## src/rtl/sram_sched_pkg.sv

```systemverilog
// Shared types and constants for the SRAM block-transfer scheduler.
package sram_sched_pkg;

    localparam int unsigned MEM_WORDS   = 4000;
    localparam int unsigned BLOCK_WORDS = 100;
    localparam int unsigned BLK_W       = 10;
    localparam int unsigned ADDR_W      = 12;

    typedef enum logic [2:0] {
        ST_IDLE,
        ST_HOLD,
        ST_START,
        ST_RUN,
        ST_DONE,
        ST_ABORT
    } state_t;

    // True when a whole block starting at addr lies inside MIX memory.
    function automatic logic block_fits(input logic [ADDR_W-1:0] addr,
                                        input int unsigned        words,
                                        input int unsigned        mem_words);
        return (32'(addr) + words) <= mem_words;
    endfunction

endpackage

```

## src/rtl/sram_block_sched_rr_pick.sv

```systemverilog
// Combinational round-robin selector: search starts at ptr+1 and wraps.
module rr_pick #(
    parameter int unsigned N  = 4,
    parameter int unsigned IW = 2
) (
    input  logic [N-1:0]  req,
    input  logic [IW-1:0] ptr,
    output logic [N-1:0]  grant,
    output logic [IW-1:0] idx,
    output logic          any
);

    always_comb begin
        logic [IW-1:0] c;
        grant = '0;
        idx   = '0;
        any   = 1'b0;
        c     = '0;
        for (int unsigned k = 1; k <= N; k++) begin
            c = IW'((32'(ptr) + k) % N);
            if (!any && req[c]) begin
                any      = 1'b1;
                grant[c] = 1'b1;
                idx      = c;
            end
        end
    end

endmodule

```

## src/rtl/sram_block_sched.sv

```systemverilog
// Shares the SRAM block engine among MIX I/O units; optional RUN watchdog
// enabled by defining SRAM_ARB_WATCHDOG_EN.
module sram_block_sched #(
    parameter int unsigned NREQ        = 4,
    parameter int unsigned MEM_WORDS   = sram_sched_pkg::MEM_WORDS,
    parameter int unsigned BLOCK_WORDS = sram_sched_pkg::BLOCK_WORDS
`ifdef SRAM_ARB_WATCHDOG_EN
    ,
    parameter int unsigned TIMEOUT     = 1023
`endif
) (
    input  logic              clk,
    input  logic              reset,
    input  logic [NREQ-1:0]   req_valid,
    input  logic [NREQ-1:0]   req_dir,
    input  logic [10*NREQ-1:0] req_block,
    input  logic [12*NREQ-1:0] req_addr,
    output logic [NREQ-1:0]   req_ready,
    output logic [NREQ-1:0]   busy,
    output logic [NREQ-1:0]   done,
    output logic [NREQ-1:0]   err,
    output logic              cpu_hold,
    input  logic              cpu_idle,
    output logic              eng_start_w,
    output logic              eng_start_r,
    output logic [9:0]        eng_block,
    output logic [11:0]       eng_addr,
    input  logic              eng_stop,
    output logic              eng_abort
);
    import sram_sched_pkg::*;

    localparam int unsigned IW = (NREQ > 1) ? $clog2(NREQ) : 1;

    state_t            state;
    logic [IW-1:0]     ptr;
    logic              dir;
    logic [NREQ-1:0]   err_next;

    logic [NREQ-1:0]   avail;
    logic [NREQ-1:0]   pick_grant;
    logic [IW-1:0]     pick_idx;
    logic              pick_any;
    logic [BLK_W-1:0]  sel_block;
    logic [ADDR_W-1:0] sel_addr;
    logic              sel_dir;
    logic              sel_ok;

    // A unit sees req_ready one cycle late, so its still-high valid is masked.
    assign avail = req_valid & ~req_ready;

    rr_pick #(
        .N  (NREQ),
        .IW (IW)
    ) u_pick (
        .req   (avail),
        .ptr   (ptr),
        .grant (pick_grant),
        .idx   (pick_idx),
        .any   (pick_any)
    );

    always_comb begin
        sel_block = '0;
        sel_addr  = '0;
        sel_dir   = 1'b0;
        for (int unsigned i = 0; i < NREQ; i++) begin
            if (pick_grant[i]) begin
                sel_block = req_block[i*BLK_W +: BLK_W];
                sel_addr  = req_addr[i*ADDR_W +: ADDR_W];
                sel_dir   = req_dir[i];
            end
        end
    end

    assign sel_ok = block_fits(sel_addr, BLOCK_WORDS, MEM_WORDS);

`ifdef SRAM_ARB_WATCHDOG_EN
    localparam int unsigned WD_W = $clog2(TIMEOUT + 1);
    logic [WD_W-1:0] wd_cnt;
    logic            abort_q;
    assign eng_abort = abort_q;
`else
    assign eng_abort = 1'b0;
`endif

    always_ff @(posedge clk) begin
        if (reset) begin
            state       <= ST_IDLE;
            ptr         <= IW'(NREQ - 1);
            dir         <= 1'b0;
            err_next    <= '0;
            req_ready   <= '0;
            busy        <= '0;
            done        <= '0;
            err         <= '0;
            cpu_hold    <= 1'b0;
            eng_start_w <= 1'b0;
            eng_start_r <= 1'b0;
            eng_block   <= '0;
            eng_addr    <= '0;
`ifdef SRAM_ARB_WATCHDOG_EN
            wd_cnt      <= '0;
            abort_q     <= 1'b0;
`endif
        end else begin
            req_ready   <= '0;
            done        <= '0;
            err         <= err_next;
            err_next    <= '0;
            eng_start_w <= 1'b0;
            eng_start_r <= 1'b0;
`ifdef SRAM_ARB_WATCHDOG_EN
            abort_q     <= 1'b0;
`endif
            case (state)
                ST_IDLE: begin
                    if (pick_any) begin
                        req_ready <= pick_grant;
                        ptr       <= pick_idx;
                        dir       <= sel_dir;
                        eng_block <= sel_block;
                        eng_addr  <= sel_addr;
                        if (sel_ok) begin
                            busy     <= pick_grant;
                            cpu_hold <= 1'b1;
                            state    <= ST_HOLD;
                        end else begin
                            err_next <= pick_grant;
                        end
                    end
                end
                ST_HOLD: begin
                    // The accept cycle is not counted; cpu_idle is honoured from the next cycle.
                    if (cpu_idle && (req_ready == '0)) begin
                        eng_start_w <= dir;
                        eng_start_r <= ~dir;
                        state       <= ST_START;
                    end
                end
                ST_START: begin
`ifdef SRAM_ARB_WATCHDOG_EN
                    wd_cnt <= '0;
`endif
                    state <= ST_RUN;
                end
                ST_RUN: begin
                    if (eng_stop) begin
                        done     <= busy;
                        busy     <= '0;
                        cpu_hold <= 1'b0;
                        state    <= ST_DONE;
                    end
`ifdef SRAM_ARB_WATCHDOG_EN
                    else if (wd_cnt == WD_W'(TIMEOUT - 1)) begin
                        abort_q  <= 1'b1;
                        err      <= busy;
                        busy     <= '0;
                        cpu_hold <= 1'b0;
                        state    <= ST_ABORT;
                    end else begin
                        wd_cnt <= wd_cnt + 1'b1;
                    end
`endif
                end
                ST_DONE: begin
                    state <= ST_IDLE;
                end
                default: begin
                    state <= ST_IDLE;
                end
            endcase
        end
    end

endmodule

```

## config.mk

```make
export PLATFORM = sky130hd
export DESIGN_NAME = sram_block_sched
export DESIGN_NICKNAME = d
export VERILOG_FILES = /design/src/rtl/sram_sched_pkg.sv /design/src/rtl/sram_block_sched_rr_pick.sv /design/src/rtl/sram_block_sched.sv
export SDC_FILE = /design/constraint.sdc
export NUM_CORES = 1
export LEC_CHECK = 0
export ABC_AREA = 1
export BUFFER_PORTS_ARGS = -buffer_cell sky130_fd_sc_hd__buf_2
export CORE_UTILIZATION = 33
export CTS_BUF_LIST = sky130_fd_sc_hd__clkbuf_2
export CTS_CLUSTER_SIZE = 14
export DETAILED_ROUTE_END_ITERATION = 16
export MAX_ROUTING_LAYER = met4
export SYNTH_ARGS = -nofsm -noshare
export SYNTH_HDL_FRONTEND = slang
export SYNTH_SLANG_ARGS = --single-unit
```

## constraint.sdc

```tcl
create_clock -name clk -period 3.6 [get_ports clk]
set_input_delay 0.36 -clock clk [delete_from_list [all_inputs] [get_ports clk]]
set_output_delay 0.36 -clock clk [all_outputs]
set_load 0.02 [all_outputs]
```

; ---- Yosys cells after proc, flatten, opt, wreduce, memory -nomap -nowiden
; Index checks and enable logic that the tools add are counted.
[word_totals]
reg_bits = 51
input_bits = 100
output_inout_bits = 42
wordCells = 120
[op_classes]
addsub = 5
magnitude_cmp = 9
eq_ne = 7
mux = 53
n_bitwise = 12
n_reduce_logical = 21
[op_table]
columns = operator, count
row1 = $mux 12, 4
row2 = $mux 10, 4
row3 = $mux 4, 7
row4 = $mux 1, 19
row5 = $add 12x7->13 const B, 1
row6 = $le 13x12->1 const B, 1
row7 = $lt 2x3->1 const B, 4
row8 = $mux 3, 4
row9 = $or 4x4->4, 3
row10 = $pmux 3 s4, 1
row11 = $reduce_or 3->1, 3
row12 = $bmux 1 s2, 4
row13 = $demux 1 s2, 4
row14 = $ge 2x1->1 const B, 4
row15 = $logic_and 1x1->1, 8
row16 = $mux 2, 4
row17 = $ne 2x2->1 const B, 4
row18 = $pmux 4 s2, 1
row19 = $reduce_and 4->1, 2
row20 = $not 1->1, 7
row21 = $eq 3x2->1 const B, 2
row22 = $add 2x1->2 const B, 2
row23 = $add 2x2->2 const B, 2
row24 = $and 4x4->4, 1
row25 = other kinds (9), 11

; ---- Longest topological paths before layout
; Gate-level depths: netlist of the first run.
[depth]
word_depth = 23
mapped_depth = 25
depth_no_buf = 25

; ---- Hierarchy
; From an unflattened synthesis of the first run, not the netlist that was laid out.
[hier_totals]
hier_cells = 432
area_unflattened_um2 = 3006.6
[by_module_without_submodules]
columns = mod, n_inst, cells_per_inst, area_per_inst_um2
row1 = sram_block_sched, 1, 358, 2548.7
row2 = rr_pick, 1, 74, 457.9

; ---- Worst setup path after synthesis of the first run
; OpenSTA, ideal clock, no wires.
[synth_timing]
path_kind = flip-flop to flip-flop
start = reg ptr[0]
end = reg busy[0]
setup_time_ns = 0.136
arrival_ns = 2.664
slack_ns = 0.800
stages_incl_launch_ff = 24
n_path_buf = 1
period_less_slack_ns = 2.800
cell_sequence = dfxtp_1 inv_2 ha_1 inv_1 nand3_2 nand2_4 nand3_2 nor2_2 nor2_4 nand2_4 inv_6 buf_8 nand3_2 nand2_1 a22oi_2 nand2_1 nand2_1 nand2_2 nand2_4 nand2_4 nand2_4 nand2_4 nand2_2 a21oi_2
[synth_via]
elab_chain_len = 21
word_cells_on_any_way = 61
cone_classes = 5 x add/sub / 9 x order compare / 2 x eq/ne / 31 x mux / 3 x bitwise / 11 x reduce/logical
[synth_rtl]
columns = item, line
row1 = from (decl), sram_block_sched.sv:36  ; logic [IW-1:0] ptr;
row2 = from (signal assigned), sram_block_sched.sv:90  ; ptr <= IW'(NREQ - 1);
row3 = from (signal assigned), sram_block_sched.sv:120  ; ptr <= pick_idx;
row4 = "parallel branches: the longest is 21 deep, another holds $lt 2x3->1", n/a
row5 = to (signal assigned), sram_block_sched.sv:125  ; busy <= pick_grant;
row6 = to (decl), sram_block_sched.sv:19  ; output logic [NREQ-1:0] busy,
; Several ways; the timed one is not identified. The select of a mux whose other input is x is not followed.
; A chain may end at the register's enable or synchronous reset.

; ---- Final worst setup path of the first run
[layout_timing]
start = reg ptr[0]
end = reg busy[3]
; Same word-level chain as after synthesis.

==> run_results.csv, run 1 <==
group,metric,value,unit
placement,dpl.hpwl,7700,µm
routing,antenna_left,0,
timing,finalMaxSlewViolations,0,
routing,routed_via_density,4.83,
power_and_ir_drop,powerDensity,1130,nW/µm²
worst_setup_path,critPathRequiredTime,4010,ps
synthesis,synth_xor_area_share,0,%
timing,whs,165,ps
worst_setup_path,r2r_end,"busy[3]",
worst_setup_path,crit_arrival,3720,ps
floorplanning,io_pins,142,
timing,rsz0062_at_grt,"no",
grt,grt_pass1_wl,16000,µm
layout,areaGrowthSynthToFinish,26.0,%
worst_setup_path,r2r-start,"ptr[0]",
placement,placed_area,4010,µm²
synthesis,synth_top_area_share,31.6,%
grt,grt_max_degree,27,
routing,initialDrtViolationCount,156,
floorplanning,initial_utilization,34.5,%
synthesis,synth_fa_ha_area_share,2.71,%
worst_hold_path,hold_path_depth,4,
power_and_ir_drop,p_leak,0.00209,µW
routing,firstDrtPassIters,6,
power_and_ir_drop,p_sw_share,57.5,%
cts,cts_hold_buf,0,
synthesis,synth_fp_nets,568,
synthesis,ys_ff_latch,51,
synthesis,syn_avg_cell_area,7.01,µm²
synthesis,synth.area.top_cells,"dfxtp_1, nand2_1, nor2_1",
timing,fmax,0.302,GHz
flow_run,cap_violations,0,
worst_setup_path,path_max_fanout,26,
synthesis,synth_cell_types,35,
worst_hold_path,hold_path.startpoint,"eng_stop",
worst_setup_path,crit_type,"reg -> reg",
power_and_ir_drop,pwr-share-clk,5.7,%
synthesis,yosys.area_share.simple,35.8,%
layout,fillers,1034,
routing,avgRoutedWirePerCell,13.8,µm
synthesis,yosysMostFrequentCell,"nand2_1",
routing,wl_met1,4420,µm
synthesis,muxShareOfSynthArea,0,%
grt,grt.total_usage,20.6,%
routing,wl_met3,590,µm
cts,cts_tree,"built",
cts,clockBufferDepth,2,
worst_hold_path,holdPathEnd,"state[1]",
worst_setup_path,reg2regPathDepth,25,
placement,port_buffers,140,
layout,diodes,0,
routing,top_layer,"met4",
floorplanning,coreArea,9370,µm²
grt,grt_remaining_overflow,0,
timing,setup_viol,0,
synthesis,yosys_warnings,0,
power_and_ir_drop,power_frac_seq,18.4,%
synthesis,synth_area,3230,µm²
timing,finalSetupTns,0,ps
worst_setup_path,r2r_slack,290,ps
power_and_ir_drop,internal_power,1950,µW
worst_hold_path,hold_class,"in -> reg",
cts,cts-root-buf,"clkbuf_2",
layout,fin_area,4070,µm²
power_and_ir_drop,peakVddDrop,497,µV
synthesis,synth_top_family_by_area,"simple AND/OR/NAND/NOR gates",
synthesis,synth_top_cell_by_area,"dfxtp_1",
floorplanning,core.rowCount,35,
timing,hold_violations,0,
timing,finalCriticalPeriod,3310,ps
cts,clkLatencyLatePin,450,ps
synthesis,synth-seq-area-share,31.6,%
synthesis,async_reset_ff_share,0,%
outcome,status,"completed",
routing,vias,3498,
worst_setup_path,cp-end-kind,"flop",
routing,routed_wl,10000,µm
synthesis,syn_inst,461,
timing,max_slew_margin,54.3,%
layout,drive_gt1_share,37.5,%
placement,place_congestion,0.846,
synthesis,synth_common_cells,"nand2_1, nor2_1, dfxtp_1",
grt,grt_pass1_vias,3386,
floorplanning,die_y,101,µm
synthesis,synth_compound_area_share,19.8,%
synthesis,synth_edf_count,0,
floorplanning,die_x,101,µm
power_and_ir_drop,comb_power_share,75.9,%
cts,numCtsBuffers,5,
routing,drc,0,
timing,tightest_slew,686,ps
cts,htreeDepth,2,
grt,antenna_found_initial,0,
floorplanning,dieArea,10200,µm²
timing,skew,22.8,ps
worst_setup_path,critPathLaunchType,"flop",
synthesis,synth_flop_cell,"dfxtp_1",
power_and_ir_drop,p_switching,2630,µW
layout,fin_nets,701,
cts,clk_pin_slew_worst_paths,300,ps
routing,wl_met2,4880,µm
cts,numClockSinks,51,
timing,finalCritPeriodShare,91.8,%
[cells by family after synthesis]
| group | after synthesis |
|---|---|
| fa+ha+maj | 7 |
| other cells | 1 |
| flops | 51 |
| simple gates | 229 |
| buf+inv | 69 |
| compound gates | 104 |
[power groups by stage]
stage,registers [µW],logic (µW),clock network [µW]
6_report,843,3480,262
5_1_grt,864,3920,298
4_1_cts,843,3490,279
3_5_place_dp,854,3480,0
3_3_place_gp,851,3450,0
2_1_floorplan,985,2620,0
[flip-flops by register name (all words and copies together) (netlist names)]
name,cells
eng_addr,12
eng_block,10
busy,4
done,4
err,4
err_next,4
req_ready,4
state,3
ptr,2
cpu_hold,1
dir,1
eng_start_r,1
eng_start_w,1
[critical path, stage by stage, from the launching register on]
cell	delay, ps
dfxtp_2	500
inv_2	130
ha_1	360
inv_1	130
nand3_2	100
nand2_4	130
inv_4	60
nand2_2	60
nand2_2	60
nor2_4	120
nand2_4	200
inv_6	270
nand3_1	100
nand2_1	80
nand2_1	50
nand2_1	60
nand2_1	60
nor2_1	100
nand2_1	80
nand2_2	90
nand2_4	80
nand2_4	70
nand2_4	70
nand2_4	100
nand2_2	60
a21oi_2	110
[stage by stage]
step | std cells | utilization, % | setup slack, ps | total power, µW
floorplan | 461 | - | 800 | 3610
global placement | 716 | 42.8 | 330 | 4300
detailed placement | 716 | 42.8 | 193 | 4340
CTS | 724 | 43.4 | 129 | 4620
global route | 724 | 43.4 | 7.52 | 5080
finish | 724 | 43.4 | 293 | 4590
[worst max path at each step]
stage	slack, ps	to	depth (start not counted)	from
6_report	290	busy[3]	25	ptr[0]
5_1_grt	8	busy[3]	25	ptr[0]
4_1_cts	130	busy[3]	25	ptr[0]
3_5_place_dp	190	busy[3]	25	ptr[0]
3_3_place_gp	330	cpu_hold	25	ptr[0]
2_1_floorplan	800	busy[0]	23	ptr[0]
[per-layer routing]
metal	track usage, %	vias up
met5	-	-
met4	4.79	0
met3	3.26	6
met2	35.2	129
met1	25.4	1581
li1	-	1782
[cell type report]
type / instances / area, µm² / area share (%)
Sequential cell: 51 / 1020 / 25.2
Timing Repair Buffer: 148 / 761 / 18.7
Clock buffer: 5 / 25.0 / 0.615
Multi-Input combinational cell: 341 / 1890 / 46.4
Tap cell: 129 / 161 / 3.97
Inverter: 47 / 184 / 4.52
Clock inverter: 3 / 26.3 / 0.646
[placed cells by master, fill, tap and decap left out, drive strengths merged, types with 2 or more instances in the layout]
master,instances
nand2,97
nor3,8
nand3,53
dfxtp,51
ha,7
clkbuf,5
nor2,70
a22oi,2
o21ai,27
inv,49
o211ai,17
buf,148
a21oi,56
[what timing repair did]
item,4_1_cts,5_1_grt
buffers inserted,0,0
endpoints found under the hold margin,0,0
gates resized for setup,0,2
endpoints found under the setup margin,0,6
No activity file was read; power rests on OpenSTA's default activity.
==> run 2, diff against run 1 <==
--- a/config.mk
+++ b/config.mk
@@ -5,7 +5,7 @@
 export SDC_FILE = /design/constraint.sdc
 export NUM_CORES = 1
 export LEC_CHECK = 0
-export ABC_AREA = 1
+export ABC_AREA = 0
 export BUFFER_PORTS_ARGS = -buffer_cell sky130_fd_sc_hd__buf_2
 export CORE_UTILIZATION = 33
 export CTS_BUF_LIST = sky130_fd_sc_hd__clkbuf_2
==> run 2 against run 1 <==
Area after synthesis shrank 2.3%. Sequential share of layout area shrank 0.27 points. Clock-buffer cell count is the same. Fmax shrank 5.2%. Critical endpoint is now err_next[2]. Routed wire length grew 0.24%. Clock power grew 21%. Die area shrank 2.3%. Hold slack gained 22 ps.
==> run_results.csv, run 2 <==
group,metric,value,unit
worst_hold_path,hold_path_depth,3,
placement,dpl.hpwl,7740,µm
routing,vias,3347,
timing,finalSetupTns,0,ps
routing,wl_met3,616,µm
synthesis,synth_top_area_share,32.4,%
floorplanning,core.rowCount,35,
timing,tightest_slew,754,ps
synthesis,synth_common_cells,"dfxtp_1, nor2_1, a211oi_1",
grt,grt_max_degree,38,
cts,clockBufferDepth,2,
synthesis,synth_flop_cell,"dfxtp_1",
timing,finalMaxSlewViolations,0,
power_and_ir_drop,powerDensity,961,nW/µm²
timing,fmax,0.287,GHz
cts,clk_pin_slew_worst_paths,280,ps
flow_run,cap_violations,0,
layout,fillers,982,
placement,port_buffers,140,
floorplanning,dieArea,9950,µm²
floorplanning,die_y,99.8,µm
synthesis,ys_ff_latch,51,
floorplanning,initial_utilization,34.1,%
floorplanning,coreArea,9240,µm²
synthesis,synth_area,3150,µm²
routing,routed_via_density,5.18,
worst_hold_path,hold_path.startpoint,"req_block[39]",
synthesis,synth_cell_types,67,
routing,initialDrtViolationCount,167,
floorplanning,die_x,99.8,µm
outcome,status,"completed",
layout,diodes,0,
timing,max_slew_margin,49.8,%
worst_setup_path,reg2regPathDepth,11,
synthesis,yosysMostFrequentCell,"dfxtp_1",
routing,wl_met2,4680,µm
routing,avgRoutedWirePerCell,15.5,µm
routing,top_layer,"met4",
placement,pre_cts_slack,132,ps
worst_setup_path,critPathRequiredTime,4000,ps
synthesis,synth_compound_area_share,27.7,%
synthesis,synth_edf_count,0,
synthesis,synth_top_family_by_area,"compound AO/OA/AOI/OAI gates",
timing,worst_slack,112,ps
placement,place_congestion,0.930,
power_and_ir_drop,peakVddDrop,417,µV
synthesis,synth_fp_nets,479,
synthesis,synth_top_cell_by_area,"dfxtp_1",
worst_setup_path,critPathLaunchType,"flop",
worst_setup_path,crit_arrival,3880,ps
grt,grt_remaining_overflow,0,
worst_setup_path,startpoint,"req_ready[1]",
layout,layout_commonest_cell,"buf_2",
cts,cts-root-buf,"clkbuf_2",
synthesis,synth_fa_ha_area_share,2.78,%
synthesis,yosys_warnings,0,
routing,firstDrtPassIters,5,
cts,htreeDepth,2,
cts,clkLatencyLatePin,440,ps
grt,antenna_found_initial,0,
synthesis,yosys.area_share.simple,26.7,%
synthesis,muxShareOfSynthArea,3.01,%
grt,grt.total_usage,20.7,%
layout,fin_nets,623,
layout,regMostFlops,"eng_addr",
grt,grt_pass1_vias,3089,
cts,numClockSinks,51,
worst_hold_path,holdPathEnd,"eng_block[9]",
worst_setup_path,r2r_slack,110,ps
synthesis,synth.area.top_cells,"dfxtp_1, a211oi_1, nor2_1",
layout,drive_gt1_share,39.8,%
layout,reg.largest.list,"eng_addr (12), eng_block (10)",
worst_setup_path,crit_type,"reg -> reg",
timing,finalCritPeriodShare,96.9,%
floorplanning,io_pins,142,
layout,final_cell_mix,"buf_2, dfxtp_1, nor2_1, a211oi_1, nand2_1",
routing,routed_wl,10000,µm
layout,multi_input_area,1940,µm²
routing,drc,0,
worst_setup_path,r2r_end,"err_next[2]",
grt,grt_pass1_wl,15900,µm
timing,hold_violations,0,
synthesis,syn_inst,372,
worst_setup_path,path_max_fanout,7,
synthesis,synth-seq-area-share,32.4,%
timing,skew,15.1,ps
synthesis,synth_xor_area_share,0.278,%
synthesis,syn_avg_cell_area,8.48,µm²
cts,cts_tree,"built",
synthesis,async_reset_ff_share,0,%
routing,antenna_left,0,
timing,finalCriticalPeriod,3490,ps
timing,setup_viol,0,
cts,numCtsBuffers,5,
worst_setup_path,cp-end-kind,"flop",
power_and_ir_drop,p_leak,0.00184,µW
layout,seq_area,1030,µm²
worst_hold_path,hold_class,"in -> reg",
worst_setup_path,r2r-start,"req_ready[1]",
routing,wl_met1,4660,µm
layout,areaGrowthSynthToFinish,30.8,%
layout,largest_reg_flops,12,
[run 2: cell types whose count changed after synthesis, moves of 14 or more]
cell | previous run | this run
nand2_1 | 74 | 29
inv_1 | 41 | 5
nand3_1 | 40 | 8
a211oi_1 | 0 | 30
a21oi_1 | 46 | 16
nor2_1 | 62 | 39
nor3_1 | 8 | 26
a22oi_1 | 0 | 15
o211ai_1 | 16 | 2
o21ai_0 | 24 | 10
[run 2: how the worst max path moves through the flow]
stage | end | depth (start not counted)
global placement | busy[0] | 14
detailed placement | busy[0] | 13
CTS | err_next[1] | 11
floorplan | busy[0] | 15
finish | err_next[2] | 11
global route | err_next[2] | 11
[run 2: layer usage]
layer / GRT usage (%) / vias to the layer above
met2: 32.0 / 128
met1: 28.5 / 1542
met5: - / -
met3: 2.81 / 7
met4: 4.86 / 0
li1: - / 1670
[run 2: cells by family (layout without fill, tap and decap cells)]
family                     count (synthesis)  in the layout
AOI/OAI and AO/OA                        110            110
xor gates and xnor gates                   1              1
adders and majority gates                  7              7
buffers and inverters                     35            180
DFF                                       51             51
muxes                                      7              7
other                                      1              1
and+or+nand+nor                          160            160
[run 2: stage by stage]
stage | instance area (µm²) | hold slack (ps) | utilization (%) | power, µW | cells
finish | 4130 | 187 | 44.7 | 3970 | 646
global route | 4130 | 158 | 44.7 | 4310 | 646
CTS | 4040 | 158 | 43.8 | 3860 | 640
detailed placement | 3970 | 411 | 43.0 | 3530 | 632
global placement | 3970 | 415 | 43.0 | 3510 | 632
floorplan | 3150 | 400 | - | 2870 | 372
[run 2: area by class of cell]
type	instances	share of cell area [%]
Clock buffer	5	0.606
Clock inverter	3	1.15
Inverter	5	0.455
Multi-Input combinational cell	286	46.9
Sequential cell	51	24.9
Tap cell	129	3.91
Timing Repair Buffer	167	22.1
[run 2: worst max-delay path, stage by stage, from the launching register on]
cell,delay [ps]
dfxtp_4,430
or2b_2,330
mux4_2,530
o31a_4,160
a221o_1,370
nor2_4,220
o22ai_1,130
a31oi_2,200
nor4b_4,280
o211ai_4,160
a2111oi_4,430
nor2b_2,200
[run 2: repair_timing]
action,4_1_cts,5_1_grt
setup buffers,0,6
gates resized for setup,0,12
hold buffers,0,0
hold endpoints to repair,0,0
endpoints found under the setup margin,0,8
[run 2: where the power goes]
part           switching (µW)  leakage, µW  internal (µW)  total [µW]
Sequential               99.1     0.000419            719         818
Combinational            1660      0.00137           1170        2830
Clock                     196    0.0000436            122         318
Total                    1960      0.00184           2010        3970
